<file path="src/rtl/loop_controller.sv">
// Zero-overhead hardware loop unit: LIFO of nested {start, end, remaining} frames,
// redirecting the sequencer at the innermost end address. Optional LOOP_BREAK_EN adds loop_break.
module loop_controller #(
    parameter  int ADDR_W = 8,
    parameter  int CNT_W  = 8,
    parameter  int DEPTH  = 4,
    localparam int DW     = $clog2(DEPTH + 1)
) (
    input  logic              clk,
    input  logic              sync_reset_n,
    input  logic [ADDR_W-1:0] pc,
    input  logic              loop_start,
    input  logic [CNT_W-1:0]  loop_count,
    input  logic [ADDR_W-1:0] loop_end_addr,
`ifdef LOOP_BREAK_EN
    input  logic              loop_break,
`endif
    output logic              loop_jmp,
    output logic [ADDR_W-1:0] loop_addr,
    output logic              loop_active,
    output logic [DW-1:0]     loop_depth,
    output logic              loop_err
);
    localparam int IDX_W = (DEPTH > 1) ? $clog2(DEPTH) : 1;

    typedef enum logic [1:0] {S_IDLE, S_RUN, S_FULL} state_t;

    state_t                         state_q, state_d;
    logic [DW-1:0]                  depth_q, depth_d;
    logic                           err_q, err_d;
    logic [DEPTH-1:0][ADDR_W-1:0]   start_q, start_d;
    logic [DEPTH-1:0][ADDR_W-1:0]   end_q, end_d;
    logic [DEPTH-1:0][CNT_W-1:0]    rem_q, rem_d;

    logic              active, full, end_hit, brk;
    logic [IDX_W-1:0]  top_idx, push_idx;
    logic [ADDR_W-1:0] top_start, top_end;
    logic [CNT_W-1:0]  top_rem, push_cnt;

    assign active    = (state_q != S_IDLE);
    assign full      = (state_q == S_FULL);
    assign top_idx   = IDX_W'(depth_q - 1'b1);
    assign push_idx  = IDX_W'(depth_q);
    assign top_start = start_q[top_idx];
    assign top_end   = end_q[top_idx];
    assign top_rem   = rem_q[top_idx];
    assign end_hit   = active && (pc == top_end);
    // A zero count still runs the body once, so it is stored as one pass.
    assign push_cnt  = (loop_count == '0) ? CNT_W'(1) : loop_count;

`ifdef LOOP_BREAK_EN
    assign brk = loop_break && active;
`else
    assign brk = 1'b0;
`endif

    assign loop_jmp    = sync_reset_n && end_hit && !loop_start && !brk && (top_rem > CNT_W'(1));
    assign loop_addr   = (sync_reset_n && active) ? top_start : '0;
    assign loop_active = active;
    assign loop_depth  = depth_q;
    assign loop_err    = err_q;

    always_comb begin
        start_d = start_q;
        end_d   = end_q;
        rem_d   = rem_q;
        depth_d = depth_q;
        err_d   = err_q;
        if (brk) begin
            depth_d = depth_q - 1'b1;
            if (loop_start) err_d = 1'b1;
        end else if (loop_start) begin
            if (full) begin
                err_d = 1'b1;
            end else begin
                start_d[push_idx] = ADDR_W'(pc + 1'b1);
                end_d[push_idx]   = loop_end_addr;
                rem_d[push_idx]   = push_cnt;
                depth_d           = depth_q + 1'b1;
            end
            // The end match on the old top is lost this cycle: flag it.
            if (end_hit) err_d = 1'b1;
        end else if (end_hit) begin
            if (top_rem > CNT_W'(1)) rem_d[top_idx] = top_rem - 1'b1;
            else                     depth_d = depth_q - 1'b1;
        end

        if (depth_d == '0)            state_d = S_IDLE;
        else if (depth_d == DW'(DEPTH)) state_d = S_FULL;
        else                          state_d = S_RUN;
    end

    always_ff @(posedge clk) begin
        if (!sync_reset_n) begin
            state_q <= S_IDLE;
            depth_q <= '0;
            err_q   <= 1'b0;
            start_q <= '0;
            end_q   <= '0;
            rem_q   <= '0;
        end else begin
            state_q <= state_d;
            depth_q <= depth_d;
            err_q   <= err_d;
            start_q <= start_d;
            end_q   <= end_d;
            rem_q   <= rem_d;
        end
    end
endmodule

</file>
<file path="config.mk">
export PLATFORM = sky130hd
export DESIGN_NAME = loop_controller
export DESIGN_NICKNAME = d
export VERILOG_FILES = /design/src/rtl/loop_controller.sv
export SDC_FILE = /design/constraint.sdc
export NUM_CORES = 1
export LEC_CHECK = 0
export CAP_MARGIN = 20
export CORE_MARGIN = 10
export CORE_UTILIZATION = 25
export CTS_CLUSTER_SIZE = 24
export DETAILED_ROUTE_END_ITERATION = 6
export PLACE_DENSITY = 0.5
export SLEW_MARGIN = 20
export SYNTH_ARGS = -nofsm -noshare
export SYNTH_HDL_FRONTEND = slang
export SYNTH_SLANG_ARGS = --single-unit
</file>
<file path="constraint.sdc">
create_clock -name clk -period 4.45 [get_ports clk]
set_input_delay 0.89 -clock clk [delete_from_list [all_inputs] [get_ports clk]]
set_output_delay 0.89 -clock clk [all_outputs]
set_load 0.005 [all_outputs]
</file>
==> results.ini <==
[critical_path]
path_cells=inv_1, ha_4, buf_4, mux4_2, or4_4, nor4_4, inv_2, and4_1, clkdlybuf4s50_1
startpoint_type=flip-flop
cp.arrival_ns=3.42
r2r_start=loop_depth[1]
critical_path_class=reg2out
max_stage_delay_ns=0.57
required_ns=3.56
ff2ff_setup_slack_ns=0.89
crit_family=simple AND/OR/NAND/NOR gates
reg2reg_to=rem_q[29]
endpoint_kind=output pin
crit_fanout=7
slowest_stage=or4_4
critical_path_buf_inv_count=4
startpoint=loop_depth[1]
r2r.worst_path.cells=11

[timing]
setup_viol=0
period_share_pct=97.0
finalHoldViolations=0
max_freq_mhz=232
worst_slew_pin_slew_ns=0.732
finClkSkew_ns=0.00870
maxSlewHeadroom_pct=51.1
rsz0062_at_grt=no
finalSetupTns_ns=0
finalCriticalPeriod_ns=4.31
slew_violations=0

[grt]
overflow=0
grt_antenna_before_repair=0
grt_pass1_wl_um=26700
first_global_vias=4732
grt_usage_pct=12.5
grt_max_degree=58

[min_path]
worstHoldPathType=reg2reg
hold_path.startpoint=end_q[29]
min_to=end_q[29]
worstHoldPathCells=2

[clocking]
worstSkewPairLatency_ns=0.35
hold_buffers=0
cts_buffers=9
clockBufferDepth=2
h-tree-depth=3
cts_root_buf=clkbuf_16
cts_sinks=102
clk_pin_slew_worst_paths_ns=0.07
cts_tree=built

[cells_and_area]
layout_commonest_cell=dfxtp_1
fin_cells=875
diodes=0
drive_gt1_share_pct=12.1
area_growth_syn_to_layout_pct=20.4
fin_nets=634
layout_common_cells=dfxtp_1, nand2_1, a211oi_1

[routing]
drtIter0Drc=326
wl_per_cell_um=19.3
post-route-drc-count=0
vias=4704
totalWireLength_um=16900
ant_nets=0
firstDrtPassIters=5
viasPerCell=5.38

[power_and_ir_drop]
ir_drop_uv=188
p_leak_uw=0.00209
power_density_mw_per_mm2=367
power_uw=2310

[die]
io_pins=41
start_util_pct=25.6
die_h_um=165
rows=52
die_x_um=165
die-area_mm2=0.0271
core-area_mm2=0.0204

[yosys]
synthFlopType=dfxtp_1
syn-cell-area_mm2=0.00524
synth_cells=578
synthArstFlopShare_pct=0
ys_seq_area_share_pct=39.0
synth_warnings=0
synth_edf_count=0
synth_seq_cells=102
synth_cell_type_count=48
synthesis.nets=612
avgSynthCellArea_um2=9.06

[run]
cap_violations=0

[placement]
port_buffers=40
dpl.hpwl_um=11200
place_inst=856
gp_congestion=0.826

[status]
outcome=complete, no violations

==> cell families (layout without fill, tap and decap cells) <==
| group | Yosys count | after routing | synth area share (%) |
|---|---|---|---|
| adders and majority gates | 7 | 7 | 1.67 |
| AOI/OAI and AO/OA | 171 | 171 | 24.0 |
| buffers and inverters | 60 | 87 | 4.75 |
| xor gates and xnor gates | 26 | 26 | 4.35 |
| DFF | 102 | 102 | 39.0 |
| muxes | 30 | 30 | 10.2 |
| and+or+nand+nor | 182 | 182 | 16.0 |
==> power by group <==
group / internal, uW / total, uW / switching [uW]
clock: 513 / 877 / 363
combinational: 182 / 451 / 269
sequential: 958 / 984 / 26.2
total: 1650 / 2310 / 658
==> cell usage after synthesis (all sizes together), types with 5 or more instances <==
library cell  instances  area [um2]
a211oi               81         628
a21oi                39         195
a31oi                11        68.8
a32oi                22         193
and3                 17         106
buf                   7        50.1
clkbuf               44         165
dfxtp               102        2040
ha                    7        87.6
inv                   8        30.0
mux2i                12         120
mux4                 18         417
nand2                82         308
nand3                 6        30.0
nor2                 45         179
nor2b                 5        31.3
nor3                 10        50.1
xnor2                12         105
xor2                 14         123
==> flip-flops by register name, indices dropped and copies added, names as in the netlist <==
name / cells
start_q: 32
state_q: 2
loop_err: 1
rem_q: 32
loop_depth: 3
end_q: 32
==> metal layers <==
layer / vias to the layer above / part of all wire [%] / track usage [%]
met2: 195 / 48 / 20.3
met3: 26 / 6.0 / 2.74
met4: 0 / 1.8 / 4.07
li1: 2204 / - / -
met5: - / 0 / 0
met1: 2279 / 45 / 16.1
==> worst max path at each step <==
stage	cells after the start	endpoint	slack, ns
after floorplan	15	loop_jmp	0.02
after global placement	10	loop_jmp	0.29
after detailed placement	10	loop_jmp	0.20
after CTS	10	loop_jmp	0.04
after global routing	11	loop_jmp	0.04
final	9	loop_jmp	0.14
==> worst reg2reg max path: stages, from the launching register on <==
cell,delay [ns]
dfxtp_2,0.37
inv_1,0.12
ha_4,0.37
buf_4,0.14
mux4_2,0.33
or4_4,0.57
nor4_4,0.34
buf_4,0.23
a2111oi_2,0.06
buf_4,0.19
or2_1,0.39
o221a_1,0.32
==> timing repair <==
action,4_1_cts,5_1_grt
pin swaps,0,1
buffers inserted,0,3
setup endpoints to repair,1,1
resized for setup,2,3
==> through the flow <==
step           hold WS [ns]  area (um2)  worst slack (ns)  utilization, %
2_1_floorplan         0.433        5250            0.0218               -
6_report              0.459        6310             0.135            30.9
4_1_cts               0.458        6280            0.0400            30.7
5_1_grt               0.475        6310            0.0374            30.9
3_5_place_dp          0.448        5930             0.196            29.0
3_3_place_gp          0.441        5930             0.291            29.0
==> cell type report <==
type	count	area (um2)
Fill cell	2159	14100
Multi-Input combinational cell	416	2960
Sequential cell	102	2040
Timing Repair Buffer	62	594
Tap cell	270	338
Clock buffer	10	239
Clock inverter	6	93.8
Inverter	9	33.8
No activity file was read; power rests on OpenSTA's default activity.
